===== config.mk =====
export PLATFORM = sky130hd
export DESIGN_NAME = ifu_fetch
export DESIGN_NICKNAME = d
export VERILOG_FILES = /design/src/rtl/ifu_pkg.sv /design/src/rtl/ifu_fifo.sv /design/src/rtl/ifu_fetch.sv
export SDC_FILE = /design/constraint.sdc
export NUM_CORES = 1
export LEC_CHECK = 0
export ABC_AREA = 1
export CORE_MARGIN = 5
export CORE_UTILIZATION = 48
export CTS_BUF_LIST = sky130_fd_sc_hd__clkbuf_16
export DETAILED_ROUTE_END_ITERATION = 12
export GPL_TIMING_DRIVEN = 0
export PLACE_DENSITY = 0.77
export SLEW_MARGIN = 20
export SYNTH_ARGS = -nofsm -noshare
export SYNTH_HDL_FRONTEND = slang
export SYNTH_HIERARCHICAL = 1
export SYNTH_SLANG_ARGS = --single-unit

===== constraint.sdc =====
create_clock -name clk -period 12.5 [get_ports clk]
set_clock_uncertainty 0.15 [all_clocks]
set_input_delay 3.75 -clock clk [delete_from_list [all_inputs] [get_ports clk]]
set_output_delay 3.75 -clock clk [all_outputs]
set_load 0.005 [all_outputs]

===== src/rtl/ifu_pkg.sv =====
// ifu_pkg: shared state encoding, defaults and buffer entry layout for the instruction fetch unit
package ifu_pkg;
    localparam logic [63:0] RESET_PC_DEFAULT = 64'h8000_0000;
    localparam int ADDR_W_DEFAULT = 64;
    localparam int INST_W_DEFAULT = 32;

    typedef enum logic [1:0] {IDLE, REQ, WAIT, DROP} fetchState_t;

    typedef struct packed {
        logic [ADDR_W_DEFAULT-1:0] pc;
        logic [INST_W_DEFAULT-1:0] inst;
        logic                      fault;
    } fetchEntry_t;
endpackage


===== src/rtl/ifu_fifo.sv =====
// ifu_fifo: synchronous power-of-two FIFO of fetch entries; flush overrides push and pop
module ifu_fifo #(
    parameter int DEPTH = 2,
    parameter int W = 96
) (
    input  logic                   clk,
    input  logic                   rst,
    input  logic                   push,
    input  logic                   pop,
    input  logic                   flush,
    input  logic [W-1:0]           din,
    output logic [W-1:0]           head,
    output logic [$clog2(DEPTH):0] count
);
    localparam int PW = $clog2(DEPTH);
    logic [W-1:0] mem [DEPTH];
    logic [PW-1:0] rdPtr, wrPtr;

    assign head = mem[rdPtr];

    always_ff @(posedge clk) begin
        if (rst || flush) begin
            rdPtr <= '0;
            wrPtr <= '0;
            count <= '0;
        end else begin
            if (push) begin
                mem[wrPtr] <= din;
                wrPtr <= wrPtr + 1'b1;
            end
            if (pop)
                rdPtr <= rdPtr + 1'b1;
            count <= count + (PW+1)'(push) - (PW+1)'(pop);
        end
    end
endmodule


===== src/rtl/ifu_fetch.sv =====
// ifu_fetch: fetch PC owner, single-outstanding imem requester and instruction buffer for decode.
// Define IFU_ALIGN_CHECK_EN to turn misaligned redirect targets into faulting entries on inst_fault.
module ifu_fetch
    import ifu_pkg::*;
#(
    parameter int ADDR_W = ADDR_W_DEFAULT,
    parameter int INST_W = INST_W_DEFAULT,
    parameter logic [ADDR_W-1:0] RESET_PC = ADDR_W'(RESET_PC_DEFAULT),
    parameter int FIFO_DEPTH = 2
) (
    input  logic              clk,
    input  logic              rst,
    output logic              mem_req_valid,
    input  logic              mem_req_ready,
    output logic [ADDR_W-1:0] mem_req_addr,
    input  logic              mem_resp_valid,
    input  logic [INST_W-1:0] mem_resp_data,
    output logic              inst_valid,
    input  logic              inst_ready,
    output logic [INST_W-1:0] inst,
    output logic [ADDR_W-1:0] inst_pc,
`ifdef IFU_ALIGN_CHECK_EN
    output logic              inst_fault,
`endif
    input  logic              redirect_valid,
    input  logic [ADDR_W-1:0] redirect_pc
);
    localparam int CW = $clog2(FIFO_DEPTH) + 1;
`ifdef IFU_ALIGN_CHECK_EN
    localparam int EW = ADDR_W + INST_W + 1;
`else
    localparam int EW = ADDR_W + INST_W;
`endif

    fetchState_t state, stateNext, resume;
    logic [ADDR_W-1:0] pc, reqPc, redirTarget;
    logic [CW-1:0] count, postCount;
    logic [EW-1:0] pushData, head;
    logic push, pop, halt, haltNext, faultPush;

`ifdef IFU_ALIGN_CHECK_EN
    logic misaligned;
    assign misaligned = redirect_pc[1:0] != 2'b00;
    assign redirTarget = redirect_pc;
    assign haltNext = redirect_valid ? misaligned : halt;
    assign pushData = faultPush ? {pc, INST_W'(0), 1'b1} : {reqPc, mem_resp_data, 1'b0};
    assign {inst_pc, inst, inst_fault} = head;
    // A misaligned target parks fetch and queues one faulting entry the cycle after the flush.
    always_ff @(posedge clk) begin
        halt <= !rst && haltNext;
        faultPush <= !rst && redirect_valid && misaligned;
    end
`else
    logic unusedLowBits;
    assign unusedLowBits = ^redirect_pc[1:0];
    assign redirTarget = {redirect_pc[ADDR_W-1:2], 2'b00};
    assign halt = 1'b0;
    assign haltNext = 1'b0;
    assign faultPush = 1'b0;
    assign pushData = {reqPc, mem_resp_data};
    assign {inst_pc, inst} = head;
`endif

    assign inst_valid = count != '0;
    assign pop = inst_valid && inst_ready;
    assign push = (state == WAIT && mem_resp_valid && !redirect_valid) || faultPush;
    assign postCount = count + CW'(push) - CW'(pop);
    assign resume = haltNext ? IDLE : REQ;

    ifu_fifo #(.DEPTH(FIFO_DEPTH), .W(EW)) fifo (
        .clk(clk),
        .rst(rst),
        .push(push),
        .pop(pop),
        .flush(redirect_valid),
        .din(pushData),
        .head(head),
        .count(count)
    );

    always_ff @(posedge clk) begin
        if (rst) begin
            state <= IDLE;
            pc <= RESET_PC;
            reqPc <= RESET_PC;
        end else begin
            state <= stateNext;
            if (redirect_valid)
                pc <= redirTarget;
            else if (mem_req_valid && mem_req_ready) begin
                reqPc <= pc;
                pc <= pc + ADDR_W'(4);
            end
        end
    end

    // An accepted-but-unanswered request under redirect must have its response swallowed in DROP.
    always_comb begin
        stateNext = state;
        if (redirect_valid)
            stateNext = ((state == REQ && mem_req_ready) || ((state == WAIT || state == DROP) && !mem_resp_valid)) ? DROP : resume;
        else if (state == IDLE)
            stateNext = (count < CW'(FIFO_DEPTH) && !halt) ? REQ : IDLE;
        else if (state == REQ)
            stateNext = mem_req_ready ? WAIT : REQ;
        else if (state == WAIT)
            stateNext = !mem_resp_valid ? WAIT : (postCount < CW'(FIFO_DEPTH) ? REQ : IDLE);
        else
            stateNext = mem_resp_valid ? resume : DROP;
    end

    always_comb begin
        mem_req_valid = state == REQ;
        mem_req_addr = pc;
    end
endmodule

# --- Word level (Yosys, flattened, before mapping) ---
# Memory sizes are Yosys's and may differ from the RTL's. A register that Yosys moved wholly into a read port is not among the register bits.
# Index checks and enable logic that the tools add are counted.
classes:
  n_addsub: 5
  magnitude_cmp: 2
  eq_ne: 3
  n_mux: 17
  bitwise_logic: 1
  n_reduce_logical: 15
op_table:
  columns: ["op", "count"]
  rows:
  - ["$mux 64", 2]
  - ["$add 64x3->64 const B", 1]
  - ["$mux 2", 8]
  - ["$mux 1", 7]
  - ["$logic_and 1x1->1", 5]
  - ["$eq 2x2->1 const B", 2]
  - ["$lt 2x2->1 const B", 2]
  - ["$reduce_bool 2->1", 2]
  - ["$logic_or 1x1->1", 3]
  - ["$add 1x1->1 const B", 2]
  - ["$add 2x1->2", 1]
  - ["$eq 2x1->1 const B", 1]
  - ["$logic_not 1->1", 2]
  - ["$logic_not 2->1", 1]
  - ["$reduce_and 2->1", 1]
  - ["$reduce_or 2->1", 1]
  - ["$sub 2x1->2", 1]
  - ["$not 1->1", 1]
word_totals:
  register_bits: 134
  ram_bits: 192
  inputBits: 102
  out_inout_bits: 162
  wordCells: 51
  mem_count: 1
memory_table:
  columns: ["name", "words", "word_bits", "rd", "rd_clocked_by_memory_dff", "wr", "line", "source"]
  rows:
  - ["fifo.mem", 2, 96, 1, 1, 1, "ifu_fifo.sv:16", "logic [W-1:0] mem [DEPTH];"]

# --- Longest topological paths before layout ---
# Gate-level depths: netlist (run 1).
logic_depth:
  ltp_word: 12
  depth_mapped: 12
  depth_no_buf: 12

# --- Modules after synthesis ---
# Netlist (run 1), hierarchy kept.
by_module_without_submodules:
  columns: ["mod", "n_inst", "cells_per_inst", "area_each_um2"]
  rows:
  - ["ifu_fetch", 1, 1179, 7352.1]
  - ["ifu_fifo", 1, 329, 7349.5]

# --- Worst setup path after synthesis (run 1) ---
# OpenSTA, ideal clock, no wires.
synth_timing:
  path_kind: "input to register"
  start: "in redirect_valid"
  end: "mem fifo.mem[1][0] (enable)"
  arrival_time_ns: 11.204
  required_ns: 11.682
  slack_ns: 0.478
  cell_stages: 5
  path_buffers: 2
  path_cell_list: "buf_2 -> clkbuf_1 -> nor4_1 -> inv_1 -> nor3_1"
synth_via:
  elab_chain_len: 5
  elab_cells_between_ends: 6
  cone_classes: "3 x mux; 3 x reduce/logical"
synth_lines:
  columns: ["element", "line", "source"]
  rows:
  - ["start, declared", "ifu_fetch.sv:25", "input logic redirect_valid,"]
  - ["$logic_not 1->1", "ifu_fetch.sv:66", "assign push = (state == WAIT && mem_resp_valid && !redirect_valid) || faultPush;"]
  - ["$logic_and 1x1->1", "ifu_fetch.sv:66", null]
  - ["net push", "ifu_fetch.sv:39", "logic push, pop, halt, haltNext, faultPush;"]
  - ["$mux 1", "ifu_fifo.sv:27", "if (push) begin"]
  - ["$mux 1", "ifu_fifo.sv:22", "if (rst || flush) begin"]
  - ["$mux 1 (not written as such)", "ifu_fifo.sv:28", "mem[wrPtr] <= din;"]
  - ["end, declared", "ifu_fifo.sv:16", null]
# The timed path passes the listed nets, and every way through them passes these cells.

# --- Worst setup path in the final report (run 1) ---
layout_timing:
  start: "in redirect_valid"
  end: "mem fifo.mem[1][21] (enable)"
# Same word-level chain as after synthesis.

==> out/metrics.json, run 1 <==
{
  "status": {
    "run_status": "completed"
  },
  "placed_design": {
    "gp_congestion": 0.962,
    "port_buffers": 259,
    "numPlacedInstances": 2184,
    "dp.final_hpwl_um": 36300
  },
  "layout": {
    "multi_input_area_um2": 5350,
    "layout.nets": 1931,
    "commonest_non_fill_non_tap_cells_in_the_layout": "282 x nand2_1, 259 x clkdlybuf4s50_1, 217 x nor2_1, 192 x edfxtp_1, 171 x inv_1",
    "fillCellCount": 2569,
    "antenna-diode-count": 0,
    "most_common_cell_after_layout_fill_and_taps_aside": "nand2_1",
    "post_route_core_utilization_pct": 63.0,
    "layout-drive-gt1-share_pct": 13.0,
    "final-instance-count-excl-fill": 2248,
    "seq_area_um2": 8390,
    "areaGrowthSynthToFinish_pct": 30.4
  },
  "worst_setup_path": {
    "worst_ep_arrival_time_ns": 7.54,
    "cp_common_cell": "buf_4",
    "cp-start-kind": "input port",
    "cpMaxStageDelayCell": "nor3_2",
    "worst_path_class_setup": "in2reg",
    "setup.reg_to_reg.worst_slack_ns": 8.95,
    "timing.critical_path.to_type": "register",
    "critical_path.max_stage_delay_ns": 0.61,
    "critPathMaxFanout": 11,
    "worst-endpoint-required_ns": 12.57,
    "series_of_cell_instances_along_the_critical_path": "clkdlybuf4s50_1, buf_2, clkbuf_1, nor4_1, inv_1, nor3_2, buf_6, buf_4, buf_4, buf_6, buf_4, buf_4, buf_4"
  },
  "route": {
    "wl_um": 47400,
    "route.vias.total": 12200,
    "post_drt_via_cell_ratio": 5.45,
    "drt-wirelength-per-cell_um": 21.1,
    "firstDrtPassIters": 5,
    "dr.first_iter.drc_count": 1165,
    "route.antenna.remaining_nets": 0,
    "drc": 0
  },
  "timing": {
    "setup_viol": 0,
    "worst_pin_slew_ns": 0.903,
    "min_period_ns": 7.47,
    "hold_viol": 0,
    "final.period_utilization_pct": 59.8,
    "count_of_pins_over_their_slew_limit": 0,
    "timing.max_slew.rel_slack_pct": 39.8,
    "maxClockFrequency_ghz": 0.134,
    "rsz0062_at_grt": "no",
    "setup_tns_ns": 0
  },
  "synthesis": {
    "mean_post_synth_cell_area_um2": 9.75,
    "ys_seq_area_share_pct": 57.1,
    "post_synth_inst_count": 1508,
    "post_synth_edffs": 192,
    "ys_async_sr_fraction_pct": 0,
    "synth_top_family_by_area": "simple AND/OR/NAND/NOR gates",
    "yosysUniqueCellTypes": 43,
    "combined_area_of_all_synthesized_cells_um2": 14700,
    "post_synthesis_simple_gate_area_fraction_pct": 21.0,
    "synth_compound_area_share_pct": 6.19,
    "netlist_top_cells_area": "edfxtp_1 39%, dfxtp_1 18%, nand2_1 7.2%",
    "synthMuxAreaShare_pct": 8.37,
    "synth_adder_area_share_pct": 0.340,
    "ys.flop_type": "edfxtp_1",
    "synth_xor_area_share_pct": 0.238,
    "ys_seq_elements": 323,
    "yosysTopAreaCell": "edfxtp_1",
    "yosys_warnings": 6,
    "synth.top_cell.area_share_pct": 39.2
  },
  "floorplan": {
    "fp.coreArea_um2": 30400,
    "die_x_um": 185,
    "floorplan.initialDensity_pct": 48.3,
    "rows": 64,
    "top_level_ports": 264,
    "die_y_um": 185,
    "full_die_area_um2": 34200
  },
  "clocking": {
    "cts_resized": 0,
    "tritoncts": "built",
    "post_cts.repair.setup_buffers": 0,
    "insertion_delay_ns": 0.53,
    "clkTransAtPathRegs_ns": 0.06,
    "cts.path.max_buffers": 3,
    "ctsRootBufferMaster": "clkbuf_16",
    "clock_sinks": 323,
    "numCtsBuffers": 35,
    "postCtsHoldBufs": 0,
    "htreeDepth": 2
  },
  "power": {
    "max-vdd-ir-drop_v": 0.000113,
    "cellPowerDensity_nw_per_um2": 125,
    "cellLeakagePower_nw": 7.46,
    "p_total_mw": 2.39
  },
  "grt": {
    "first_pass_grt_wire_length_um": 70900,
    "grt_start_max_net_pins": 26,
    "gr_overflow_total": 0,
    "grt_use_total_pct": 27.1,
    "antenna_found_initial": 0,
    "grt_pass1_vias": 12100
  },
  "min_path": {
    "worst_hold_path_type": "reg2reg"
  },
  "flow_run": {
    "maxCapViolations": 0
  }
}
## area by class of cell
type,count,share of cell area [%]
Sequential cell,323,43.7
Timing Repair Buffer,275,14.5
Inverter,168,3.29
Tap cell,396,2.58
Buffer,60,1.88
Multi-Input combinational cell,962,27.9
Clock inverter,28,1.33
Clock buffer,36,4.70
## through the flow
step	area, µm²	worst slack (ns)	hold slack (ns)
floorplan	14700	0.478	0.270
global placement	17800	-4.76	0.274
detailed placement	18000	4.46	0.282
CTS	19200	4.99	0.297
global route	19200	4.84	0.319
finish	19200	5.03	0.296
## path summary, 6_finish.rpt
check / cells past startpoint / end / startpoint
worst max-delay path: 13 / fifo/mem[1][21] / redirect_valid
worst min register to register: 0 / fifo/mem[0][94] / reqPc[62]
worst min-delay path: 0 / fifo/mem[0][94] / reqPc[62]
worst max register to register: 11 / fifo/mem[1][21] / state[1]
## synthesized netlist by cell type (12+ instances only)
master    count
dfxtp_1     131
mux2_4       40
nand2_1     282
a21oi_1      16
o211ai_1     12
o21ai_0      88
nand3_1      85
nand3b_1     20
nor2_1      218
nor3_1       20
inv_1       164
nand4_1      27
edfxtp_1    192
mux2_2       56
buf_2        20
clkbuf_1     27
nor2_2       14
a211oi_1     15
## routing by layer
layer | share of wire [%] | global-route usage (%) | vias to the layer above
met5 | 0 | 0 | -
met4 | 3.7 | 9.63 | 0
met3 | 9.0 | 4.99 | 111
met2 | 46 | 43.9 | 595
met1 | 41 | 36.8 | 5839
li1 | - | - | 5699
## flip-flops by register name (all words and copies together) (netlist names), named ones only
register and cells:
state 2, fifo/count 2, fifo/wrPtr 1, fifo/rdPtr 1, mem_req_addr 62, fifo/mem 192
reqPc 62
## critical path, delay by kind of cell
family / cells / cell delay, ns
buf+inv: 11 / 2.61
simple gates: 2 / 1.16
## cell families after synthesis
kind of cell    count (synthesis)
simple gates                  696
xor+xnor                        4
fa+ha+maj                       4
buf+inv                       228
compound gates                156
mux                            96
other cells                     1
flops                         323
## power breakdown
part	leakage, nW	switching (mW)	internal, mW
Combinational	3.92	0.0938	0.0803
Sequential	2.95	0.0332	1.15
Clock	0.592	0.425	0.610
Note: power is estimated with default switching activity, not from simulation.
==> inputs of run 2 (changes only) <==
clock period = 6.3 ns   (was 12.5 ns; I/O delays follow)
==> run 2 against run 1 <==
Net effect:
- register-to-register slack lost 5.6 ns
- sequential power grew 98%
- power grew 92%
- setup slack lost 3.7 ns
- critical path depth shrank 4
- highest routed layer unchanged
==> out/metrics.json, run 2 (synthesis results as in run 1) <==
{
  "floorplan": {
    "die_y": {"value": 185, "unit": "µm", "change": "unchanged"},
    "fp.coreArea": {"value": 30400, "unit": "µm²", "change": "unchanged"},
    "top_level_ports": {"value": 264, "change": "unchanged"},
    "rows": {"value": 64, "change": "unchanged"},
    "full_die_area": {"value": 34200, "unit": "µm²", "change": "unchanged"},
    "die_x": {"value": 185, "unit": "µm", "change": "unchanged"},
    "floorplan.initialDensity": {"value": 48.3, "unit": "%", "change": "unchanged"}
  },
  "route": {
    "drt-wirelength-per-cell": {"value": 20.6, "unit": "µm", "change": "-2.4%"},
    "route.antenna.remaining_nets": {"value": 0, "change": "unchanged"},
    "dr.first_iter.drc_count": {"value": 1135, "change": "-2.6%"},
    "firstDrtPassIters": {"value": 7, "change": "+2"},
    "drc": {"value": 0, "change": "unchanged"},
    "wl": {"value": 46200, "unit": "µm", "change": "-2.6%"},
    "route.vias.total": {"value": 12200, "change": "-0.0082%"},
    "post_drt_via_cell_ratio": {"value": 5.46, "change": "+0.17%"}
  },
  "timing": {
    "count_of_pins_over_their_slew_limit": {"value": 0, "change": "unchanged"},
    "final.period_utilization_pct": 79.6,
    "minimum_hold_slack": {"value": 0.304, "unit": "ns", "change": "+0.00774 ns"},
    "timing.max_slew.rel_slack": {"value": 44.0, "unit": "%", "change": "+4.2 points"},
    "hold_viol": {"value": 0, "change": "unchanged"},
    "worst_slack": {"value": 1.28, "unit": "ns", "change": "-3.75 ns"},
    "min_period_ns": 5.02,
    "setup_viol": {"value": 0, "change": "unchanged"},
    "rsz0062_at_grt": "no",
    "worst_pin_slew": {"value": 0.840, "unit": "ns", "change": "-0.0625 ns"},
    "maxClockFrequency_ghz": 0.199
  },
  "layout": {
    "largest_register": "fifo/mem",
    "layout.nets": {"value": 1926, "change": "-0.26%"},
    "number_of_flip_flops_in_the_largest_register": {"value": 192, "change": "unchanged"},
    "commonest_non_fill_non_tap_cells_in_the_layout": "282 x nand2_1, 259 x clkdlybuf4s50_1, 217 x nor2_1, 192 x edfxtp_1, 179 x inv_1",
    "areaGrowthSynthToFinish_pct": 29.7,
    "post_route_core_utilization": {"value": 62.7, "unit": "%", "change": "-0.32 points"},
    "most_common_cell_after_layout_fill_and_taps_aside": "nand2_1",
    "finalInstanceArea": {"value": 19100, "unit": "µm²", "change": "-0.52%"},
    "layout-drive-gt1-share": {"value": 12.5, "unit": "%", "change": "-0.51 points"}
  },
  "worst_setup_path": {
    "reg2reg_depth": {"value": 7, "change": "-4"},
    "timing.critical_path.to_type": "register",
    "setup.reg_to_reg.worst_slack": {"value": 3.30, "unit": "ns", "change": "-5.65 ns"},
    "critPathLaunch": "redirect_valid",
    "worst-endpoint-required": {"value": 6.35, "unit": "ns", "change": "-6.22 ns"},
    "critPathMaxFanout": {"value": 16, "change": "+5"},
    "regToRegStartpoint": "state[1]",
    "cp-start-kind": "input port",
    "worst_ep_arrival_time": {"value": 5.07, "unit": "ns", "change": "-2.47 ns"},
    "worst_path_class_setup": "in2reg",
    "worst_r2r_endpoint": "fifo/mem[1][90]",
    "critPathCapture": "fifo/mem[1][90]"
  },
  "clocking": {
    "htreeDepth": {"value": 2, "change": "unchanged"},
    "numCtsBuffers": {"value": 35, "change": "unchanged"},
    "ctsRootBufferMaster": "clkbuf_16",
    "insertion_delay": {"value": 0.52, "unit": "ns", "change": "about the same"},
    "clock_sinks": {"value": 323, "change": "unchanged"},
    "cts_resized": {"value": 0, "change": "unchanged"},
    "tritoncts": "built",
    "clkTransAtPathRegs": {"value": 0.06, "unit": "ns", "change": "about the same"},
    "cts.path.max_buffers": {"value": 3, "change": "unchanged"},
    "post_cts.repair.setup_buffers": {"value": 0, "change": "unchanged"},
    "postCtsHoldBufs": {"value": 0, "change": "unchanged"}
  },
  "placed_design": {
    "pre_cts_setup_slack": {"value": 0.800, "unit": "ns", "change": "-3.66 ns"},
    "placedInstanceArea": {"value": 18000, "unit": "µm²", "change": "about the same"},
    "dp.final_hpwl": {"value": 34900, "unit": "µm", "change": "-3.8%"},
    "gp_congestion": {"value": 0.973, "change": "+1.2%"},
    "port_buffers": {"value": 259, "change": "unchanged"}
  },
  "flow_run": {
    "maxCapViolations": {"value": 0, "change": "unchanged"}
  },
  "status": {
    "run_status": "completed"
  },
  "grt": {
    "grt_use_total": {"value": 26.5, "unit": "%", "change": "-0.59 points"},
    "antenna_found_initial": {"value": 0, "change": "unchanged"},
    "grt_start_max_net_pins": {"value": 27, "change": "+3.8%"},
    "grt_pass1_vias": {"value": 12100, "change": "+0.47%"},
    "first_pass_grt_wire_length": {"value": 69800, "unit": "µm", "change": "-1.6%"},
    "gr_overflow_total": {"value": 0, "change": "unchanged"}
  },
  "min_path": {
    "worst_hold_path_type": "reg2reg"
  },
  "power": {
    "cellLeakagePower": {"value": 7.44, "unit": "nW", "change": "-0.29%"},
    "max-vdd-ir-drop": {"value": 0.000153, "unit": "V", "change": "+35%"},
    "cellPowerDensity": {"value": 241, "unit": "nW/µm²", "change": "+93%"}
  }
}
## run 2: changes by cell type in the layout (fill, tap and decap cells not counted), sizes merged
| cell | change |
|---|---|
| buf | -5 |
| clkinv | -8 |
| inv | +11 |
| diode | +1 |
| bufinv | -3 |
## run 2: worst min-delay path by stage
stage / slack (ns) / cells after the start / endpoint / from
floorplan: 0.27 / 0 / fifo/mem[0][34] / reqPc[2]
global placement: 0.27 / 0 / fifo/mem[1][81] / reqPc[49]
detailed placement: 0.28 / 0 / fifo/mem[1][43] / reqPc[11]
CTS: 0.30 / 0 / fifo/mem[1][44] / reqPc[12]
global route: 0.32 / 0 / fifo/mem[1][43] / reqPc[11]
finish: 0.30 / 0 / fifo/mem[1][80] / reqPc[48]
## run 2: cell type report
class	instances	area, µm²
antenna	1	2.50
buffer	60	360
clock buffer	36	901
clock inverter	28	155
fill	2506	11400
inverter	168	631
multi-input combinational	962	5360
sequential	323	8390
tap	396	495
timing repair buffer	270	2780
## run 2: power breakdown
part	leakage [nW]	internal, mW	switching (mW)
sequential	2.95	2.28	0.0637
combinational	3.91	0.159	0.185
clock	0.579	1.08	0.823
total	7.44	3.52	1.07
## run 2: layer usage
layer / vias to the layer above / GRT usage (%) / part of all wire, %
li1: 5692 / - / -
met2: 648 / 43.0 / 46
met1: 5784 / 35.6 / 40
met3: 119 / 4.83 / 9.7
met5: - / 0 / 0
met4: 0 / 10.4 / 4.2
## run 2: per-stage QoR
stage | instances | TNS (ns) | power (mW)
2_1_floorplan | 1513 | 0 | 2.51
3_3_place_gp | 2168 | -360.41 | 2.71
3_5_place_dp | 2179 | 0 | 2.72
4_1_cts | 2243 | 0 | 4.61
5_1_grt | 2243 | 0 | 4.74
6_report | 2244 | 0 | 4.59
## run 2: critical path, cell delays in order
cell and delay (ns):
clkdlybuf4s50_1 0.42, buf_2 0.20, clkbuf_1 0.38, nor4_1 0.62, inv_1 0.20, nor3_4 0.70, buf_8 0.26, buf_8 0.18
buf_8 0.19
